--- src/rtl/prim_diff_encode_if.sv ---
// Request/fault-injection inputs and differential pair plus status outputs of prim_diff_encode.
// The master side drives requests and observes the pair; the slave side is the encoder.
interface prim_diff_encode_if;
    logic req_i;
    logic sigint_test_i;
    logic diff_po;
    logic diff_no;
    logic ack_o;
    logic busy_o;
    logic ovf_o;

    modport master (
        output req_i,
        output sigint_test_i,
        input  diff_po,
        input  diff_no,
        input  ack_o,
        input  busy_o,
        input  ovf_o
    );

    modport slave (
        input  req_i,
        input  sigint_test_i,
        output diff_po,
        output diff_no,
        output ack_o,
        output busy_o,
        output ovf_o
    );
endinterface

--- src/rtl/prim_diff_encode.sv ---
// Differential level-toggle encoder: each request flips the pair, and each level is held HoldCycles cycles.
// Requests are queued in a saturating counter, and a test pulse in Idle forces equal wires for TestCycles cycles.
module prim_diff_encode #(
    parameter int unsigned HoldCycles = 4,
    parameter int unsigned TestCycles = 3,
    parameter int unsigned PendW      = 2
) (
    input  logic                clk_i,
    input  logic                rst_ni,
    prim_diff_encode_if.slave   bus
);

    localparam logic [1:0] ST_IDLE = 2'd0;
    localparam logic [1:0] ST_HOLD = 2'd1;
    localparam logic [1:0] ST_TEST = 2'd2;

    localparam logic [7:0]       HoldLd    = 8'(HoldCycles - 2);
    localparam logic [7:0]       TestLd    = 8'(TestCycles - 1);
    localparam bit               HoldMulti = (HoldCycles > 1);
    localparam logic [PendW-1:0] PendMax   = '1;
    localparam logic [PendW-1:0] PendOne   = PendW'(1);

    logic [1:0]       state_q, state_d;
    logic [7:0]       cnt_q, cnt_d;
    logic [PendW-1:0] pend_q, pend_d;
    logic             level_q, level_d;
    logic             diff_p_q, diff_p_d;
    logic             diff_n_q, diff_n_d;
    logic             ack_q, ack_d;
    logic             ovf_q, ovf_d;
    logic             take;

    always_comb begin
        state_d = state_q;
        cnt_d   = cnt_q;
        level_d = level_q;
        ack_d   = 1'b0;
        take    = 1'b0;
        unique case (state_q)
            ST_IDLE: begin
                // Fault injection wins over queued work; queued requests wait it out.
                if (bus.sigint_test_i) begin
                    state_d = ST_TEST;
                    cnt_d   = TestLd;
                end else if ((pend_q != '0) || bus.req_i) begin
                    take    = 1'b1;
                    level_d = ~level_q;
                    ack_d   = 1'b1;
                    if (HoldMulti) begin
                        state_d = ST_HOLD;
                        cnt_d   = HoldLd;
                    end
                end
            end
            ST_HOLD, ST_TEST: begin
                if (cnt_q == 8'd0) begin
                    state_d = ST_IDLE;
                end else begin
                    cnt_d = cnt_q - 8'd1;
                end
            end
            default: begin
                state_d = ST_IDLE;
                cnt_d   = 8'd0;
            end
        endcase
    end

    // A request taken in the same cycle it arrives never touches the counter.
    always_comb begin
        pend_d = pend_q;
        ovf_d  = 1'b0;
        if (bus.req_i && !take) begin
            if (pend_q == PendMax) begin
                ovf_d = 1'b1;
            end else begin
                pend_d = pend_q + PendOne;
            end
        end else if (!bus.req_i && take) begin
            pend_d = pend_q - PendOne;
        end
    end

    // Both wires come from flops fed by the same next-state, so their edges align.
    assign diff_p_d = level_d;
    assign diff_n_d = (state_d == ST_TEST) ? level_d : ~level_d;

    always_ff @(posedge clk_i or negedge rst_ni) begin
        if (!rst_ni) begin
            state_q  <= ST_IDLE;
            cnt_q    <= 8'd0;
            pend_q   <= '0;
            level_q  <= 1'b0;
            diff_p_q <= 1'b0;
            diff_n_q <= 1'b1;
            ack_q    <= 1'b0;
            ovf_q    <= 1'b0;
        end else begin
            state_q  <= state_d;
            cnt_q    <= cnt_d;
            pend_q   <= pend_d;
            level_q  <= level_d;
            diff_p_q <= diff_p_d;
            diff_n_q <= diff_n_d;
            ack_q    <= ack_d;
            ovf_q    <= ovf_d;
        end
    end

    assign bus.diff_po = diff_p_q;
    assign bus.diff_no = diff_n_q;
    assign bus.ack_o   = ack_q;
    assign bus.ovf_o   = ovf_q;
    assign bus.busy_o  = (state_q != ST_IDLE) || (pend_q != '0);

endmodule

--- src/flat_wrapper.sv ---
// flat-port wrapper written by rule: the top's interface ports become plain ports
module prim_diff_encode_flat 
#(
    parameter int unsigned HoldCycles = 4,
    parameter int unsigned TestCycles = 3,
    parameter int unsigned PendW      = 2
)
  (clk_i, rst_ni, bus_req_i, bus_sigint_test_i, bus_diff_po, bus_diff_no, bus_ack_o, bus_busy_o, bus_ovf_o);
  prim_diff_encode_if bus_i ();
  input  logic clk_i;
  input  logic rst_ni;
  input wire logic [$bits(bus_i.req_i)-1:0] bus_req_i;
  input wire logic [$bits(bus_i.sigint_test_i)-1:0] bus_sigint_test_i;
  output wire logic [$bits(bus_i.diff_po)-1:0] bus_diff_po;
  output wire logic [$bits(bus_i.diff_no)-1:0] bus_diff_no;
  output wire logic [$bits(bus_i.ack_o)-1:0] bus_ack_o;
  output wire logic [$bits(bus_i.busy_o)-1:0] bus_busy_o;
  output wire logic [$bits(bus_i.ovf_o)-1:0] bus_ovf_o;
  assign bus_i.req_i = bus_req_i;
  assign bus_i.sigint_test_i = bus_sigint_test_i;
  assign bus_diff_po = bus_i.diff_po;
  assign bus_diff_no = bus_i.diff_no;
  assign bus_ack_o = bus_i.ack_o;
  assign bus_busy_o = bus_i.busy_o;
  assign bus_ovf_o = bus_i.ovf_o;
  prim_diff_encode #(.HoldCycles(HoldCycles), .TestCycles(TestCycles), .PendW(PendW)) u_core (.clk_i(clk_i), .rst_ni(rst_ni), .bus(bus_i));
endmodule
--- config.mk ---
export PLATFORM = sky130hd
export DESIGN_NAME = prim_diff_encode_flat
export DESIGN_NICKNAME = d
export VERILOG_FILES = /design/src/rtl/prim_diff_encode_if.sv /design/src/rtl/prim_diff_encode.sv /design/src/flat_wrapper.sv
export SDC_FILE = /design/constraint.sdc
export NUM_CORES = 1
export LEC_CHECK = 0
export BUFFER_PORTS_ARGS = -buffer_cell sky130_fd_sc_hd__buf_2
export CAP_MARGIN = 20
export CORE_AREA = 2 2 44 56
export CTS_BUF_LIST = sky130_fd_sc_hd__clkbuf_8
export CTS_CLUSTER_SIZE = 16
export DETAILED_ROUTE_END_ITERATION = 10
export DIE_AREA = 0 0 46 58
export GPL_ROUTABILITY_DRIVEN = 0
export MAX_ROUTING_LAYER = met4
export SLEW_MARGIN = 20
export SYNTH_ARGS = -nofsm -noshare
export SYNTH_HDL_FRONTEND = slang
export SYNTH_SLANG_ARGS = --single-unit
--- constraint.sdc ---
create_clock -name clk_i -period 2.31 [get_ports clk_i]
set_input_delay 0.462 -clock clk_i [delete_from_list [all_inputs] [get_ports clk_i]]
set_output_delay 0.462 -clock clk_i [all_outputs]
set_load 0.05 [all_outputs]
Word-level counts from Yosys, hierarchy flattened
Cells that the tools add are included.
Storage, ports and cells
  bits in registers: 16
  input port bits: 4
Cells by class
  reductions and logical operators: 14
  equal/unequal tests: 7
  add/subtract/negate cells: 3
  bitwise operators: 2
  muxes and demuxes: 20
Operators with widths (number)
  $mux 8: 3
  $pmux 8 s2: 1
  $mux 2: 6
  $mux 1: 9
  $logic_not 8->1: 1
  $sub 8x1->8 const B: 1
  $eq 2x2->1 const B: 3
  $reduce_bool 2->1: 3
  $ne 2x2->1 const B: 2
  $pmux 2 s2: 1
  $reduce_and 2->1: 2
  $ne 3x2->1 const B: 1
  $add 2x1->2 const B: 1
  $eq 2x1->1 const B: 1
  $logic_and 1x1->1: 2
  $logic_not 1->1: 2
  $logic_not 2->1: 1
  $logic_or 1x1->1: 2
  $not 1->1: 2
  $reduce_or 2->1: 1
  $sub 2x1->2 const B: 1

Logic depth before layout (Yosys ltp)
  depth in word-level cells: 9
  gate-level depth with buffers: 8
  gate-level depth less buffers: 7

Worst setup path before layout
OpenSTA, ideal clock, no wires.
  path kind: register -> register
  start: register u_core.cnt_q[0]
  end: register u_core.cnt_q[1]
  required time: 2.186 ns
  cell stages (with the launch flop): 8
  arrival time: 1.615 ns
  period minus slack after synthesis: 1.739 ns
  setup slack: 0.571 ns
  cell sequence: dfrtp_1 -> inv_1 -> ha_1 -> or3b_2 -> nor2_4 -> a21o_4 -> mux2i_1 -> o21ai_1
Between the ends
  cells in the longest elaborated chain, start to end: 3
  elaborated cells on any way between the ends: 6
  classes of those cells: add/sub (1); eq/ne (1); mux (2); reduce/logical (2)
Ends and longest elaborated chain
  start: declaration: RTL line prim_diff_encode.sv:24  | logic [7:0] cnt_q, cnt_d;
  start signal: assignment: RTL line prim_diff_encode.sv:100  | cnt_q <= cnt_d;
  $sub 8x1->8 / $logic_not 8->1 (equally long branches): RTL line prim_diff_encode.sv:59, prim_diff_encode.sv:56
  $mux 8 / $ne 2x2->1 (equally long branches)
  $pmux 8 s2 / $reduce_and 2->1 (equally long branches)
Parallel ways exist; a longest one is shown, timed or not. The select of a mux whose other input is x is not followed.
A chain may end at the register's enable or synchronous reset.

Final worst setup path
Same ends and word-level chain as after synthesis.

==> summary.txt <==
Yosys
  • Flops & latches, synth: 16
  • Ys Warns: 0
  • Post-synthesis average cell area: 9.889 um^2
  • Synth area leaders: dfrtp_1 41%, o21ai_1 4.9%, ha_1 4.1%, nor2_1 3.7%, dfstp_2 2.9%
  • Mapped cell area: 919.6 um^2
  • Post-synth EDFFs: 0
  • Yosys top cell by area: dfrtp_1
  • Top cell type's share of synthesized area: 40.82%
  • Sequential fraction of the synthesis area: between 40% and 50%
  • Post-synthesis async set-or-reset flop share: 100.0%
  • Post-synthesis net count: 100
  • Syn Inst Count: just over 90
  • Number of distinct library cells after synthesis: 36
  • Main synth FF type: dfrtp_1

Floorplanning
  • Die X: approximately 46 um
  • Cell row count: 19
  • Placeable core area: roughly 2100 um^2
  • Initial Utilization: 42.98%
  • Die area: roughly 2700 um^2
  • Die span in y: just under 60 um
  • # IOs: 9

Placed design
  • Placed cells: roughly 120
  • Post-DP HPWL: around 1.3 mm
  • Placed inst area: 983.4 um^2
  • Setup WS pre-CTS: between 0.4 and 0.5 ns
  • PortBufs: 8

Critical path
  • CP max FO: 6
  • R2r setup slk: 0.46 ns
  • CP Cell Sequence: inv_1 > ha_1 > or3b_2 > nor2_4 > a21o_4 > mux2i_1 > o21ai_1
  • CP Launch Type: flip-flop
  • Worst setup startpoint: u_core.cnt_q[0]
  • Worst r2r src: u_core.cnt_q[0]
  • Critical path's largest stage delay: ~0.50 ns
  • Crit path kind: reg2reg
  • WP data required: between 2 and 2.5 ns
  • Critical R2R Capture: u_core.cnt_q[1]
  • Worst Reg-to-Reg Cells: 7
  • Arrival @ worst endpoint: a little under 2 ns
  • Worst Setup EP: u_core.cnt_q[1]
  • Type of destination of the critical path: flip-flop
  • Slowest cell on crit path: or3b_2

Flow run
  • Max-Cap Viols: 0

Worst hold path
  • Worst min path class: in2async

Clock tree
  • Root Buffer: clkbuf_8
  • TritonCTS clock tree: yes
  • Clock Sinks: 16
  • CTS Hold Bufs: 0
  • Post-CTS setup buffer count: 0
  • Num CTS Buffers: 3
  • H-tree depth: 1
  • Deepest clock path buffer count: 2
  • Clock slew at reported path FFs: ~0.07 ns
  • CTS resizes: 0
  • Clock Latency Late Sink: between 0.2 and 0.3 ns

Power and ir drop
  • Leakage: 0.4637 nW
  • Power Dens Cells: about 1600 nW/um^2
  • IR Drop Worst-Case VDD: 0.0008906 V
  • Total chip power: around 1.7 mW

Timing
  • Max Freq: roughly 0.54 GHz
  • Fin Hold WS: 0.1124 ns
  • Final min period: roughly 1.8 ns
  • Max Slew Vio Count: 0
  • Final setup viols: 0
  • Least-Margin Pin Slew: 0.3567 ns
  • Max-Slew Margin vs Limit: between 70% and 80%
  • RSZ-0062 raised after global routing: no
  • Worst setup margin: 0.4634 ns
  • Setup Skew: ~0.0028 ns
  • Fin. Hold Viols: 0
  • Setup tns final: 0 ns
  • Period Utilization, post-route: between 70 and 80%

Detailed routing
  • DR iter-0 viols: 9
  • DRC Markers: 0
  • WL/cell: 13.76 um
  • Metal2 WL: around 870 um
  • Via-to-Cell Ratio: ~5.6
  • DRT Pass-1 Iters: 4
  • WL final: ~1.7 mm
  • Antenna-violating nets left: 0
  • M1 WL: between 700 and 800 um
  • Met3 wire length: approximately 38 um
  • Top Metal Used: met4
  • Vias post-DR: 704

Layout
  • Footprint of the multi-input gates: 493.0 um^2
  • FF/Latch Area: approximately 400 um^2
  • Final #Nets: ~110
  • Syn-to-layout area delta: 12.93%
  • Share of layout cells above drive strength 1: 25.00%
  • Final non-filler cell area: roughly 1000 um^2
  • Diodes inserted: 0
  • Fin cells: 125
  • Post-layout util: approximately half
  • Fillers: approximately 210

Global routing
  • First-pass GRT wire length: between 3 and 4 mm
  • Via count of the first global-routing pass: just over 700
  • Total gr overflow: 0
  • Initial antenna violation count: 0
  • All-layer global routing usage: between 10% and 20%
  • Largest net degree at the start of global routing: 17

Run status
  • Status: finished, final reports clean
## worst min path at each step
stage,cells after the start,end
6_report,1,u_core.cnt_q[3]
5_1_grt,1,u_core.cnt_q[7]
4_1_cts,1,u_core.cnt_q[3]
3_5_place_dp,1,u_core.cnt_q[3]
3_3_place_gp,1,u_core.cnt_q[3]
2_1_floorplan,0,u_core.bus.ack_o
## registers in the layout, summed over array words and instances (netlist names)
name,flops
u_core.pend_q,2
u_core.state_q,2
u_core.bus.diff_no,1
u_core.level_q,1
u_core.cnt_q,8
u_core.bus.ovf_o,1
u_core.bus.ack_o,1
## where the power goes
| part | switching (mW) | leakage (nW) | internal, mW |
|---|---|---|---|
| clock | 0.0979 | 0.0288 | 0.151 |
| combinational | 0.518 | 0.237 | 0.373 |
| sequential | 0.115 | 0.198 | 0.395 |
## routing by layer
metal | vias to the layer above | track usage, %
met5 | - | -
met2 | 8 | 26.19
li1 | 356 | -
met4 | 0 | 5.306
met3 | 4 | 3.738
met1 | 336 | 18.60
## cell usage in the layout (no fill, tap or decap), drive strengths merged
master / synthesis / final
nand3: 4 / 4
a211oi: 2 / 2
buf: 2 / 9
nand2: 5 / 5
nor2b: 3 / 3
dfrtp: 15 / 15
a21oi: 4 / 4
or2: 1 / 1
nor2: 11 / 11
a21o: 2 / 2
and3: 1 / 1
o21ai: 14 / 14
xor2: 1 / 1
and2: 1 / 1
a221o: 1 / 1
nand3b: 1 / 1
xnor2: 1 / 1
o41ai: 1 / 1
mux2i: 1 / 1
o31ai: 2 / 2
clkbuf: 0 / 4
nand2b: 2 / 2
nor3: 1 / 1
or4: 2 / 2
nor4: 2 / 2
inv: 4 / 4
nor3b: 2 / 2
or3b: 1 / 1
dfstp: 1 / 1
ha: 3 / 3
a22o: 2 / 2
## final cells by class
type,instances,area share [%]
clock buffer,4,5.301
inverter,4,1.446
multi-input combinational,71,47.47
sequential,16,38.67
tap,21,2.530
timing repair buffer,9,4.578
## logic make-up (layout without fill, tap and decap cells)
kind of cell,Yosys count,count (layout),synth area share (%)
flip-flops,16,16,43.67
XOR/XNOR,2,2,2.722
AO/OA/AOI/OAI,28,28,19.45
AND/OR/NAND/NOR,37,37,26.26
adder cells (fa/ha/maj),3,3,4.082
multiplexers,1,1,1.088
buffers and inverters,6,17,2.721
## cell usage after synthesis (3+ instances only)
cell type and count:
nand2_1 5, o21ai_1 9, o21ai_0 5, inv_1 4, nor2_1 9, a21oi_1 4
ha_1 3, dfrtp_1 15, nand3_1 4
## critical path, delay by kind of cell (launching register included)
family	cells	cell delay, ns
AOI/OAI and AO/OA	2	0.23
adders and majority gates	1	0.19
buffers and inverters	1	0.08
DFF	1	0.43
muxes	1	0.16
and+or+nand+nor	2	0.65
(Power assumes the default switching activity.)
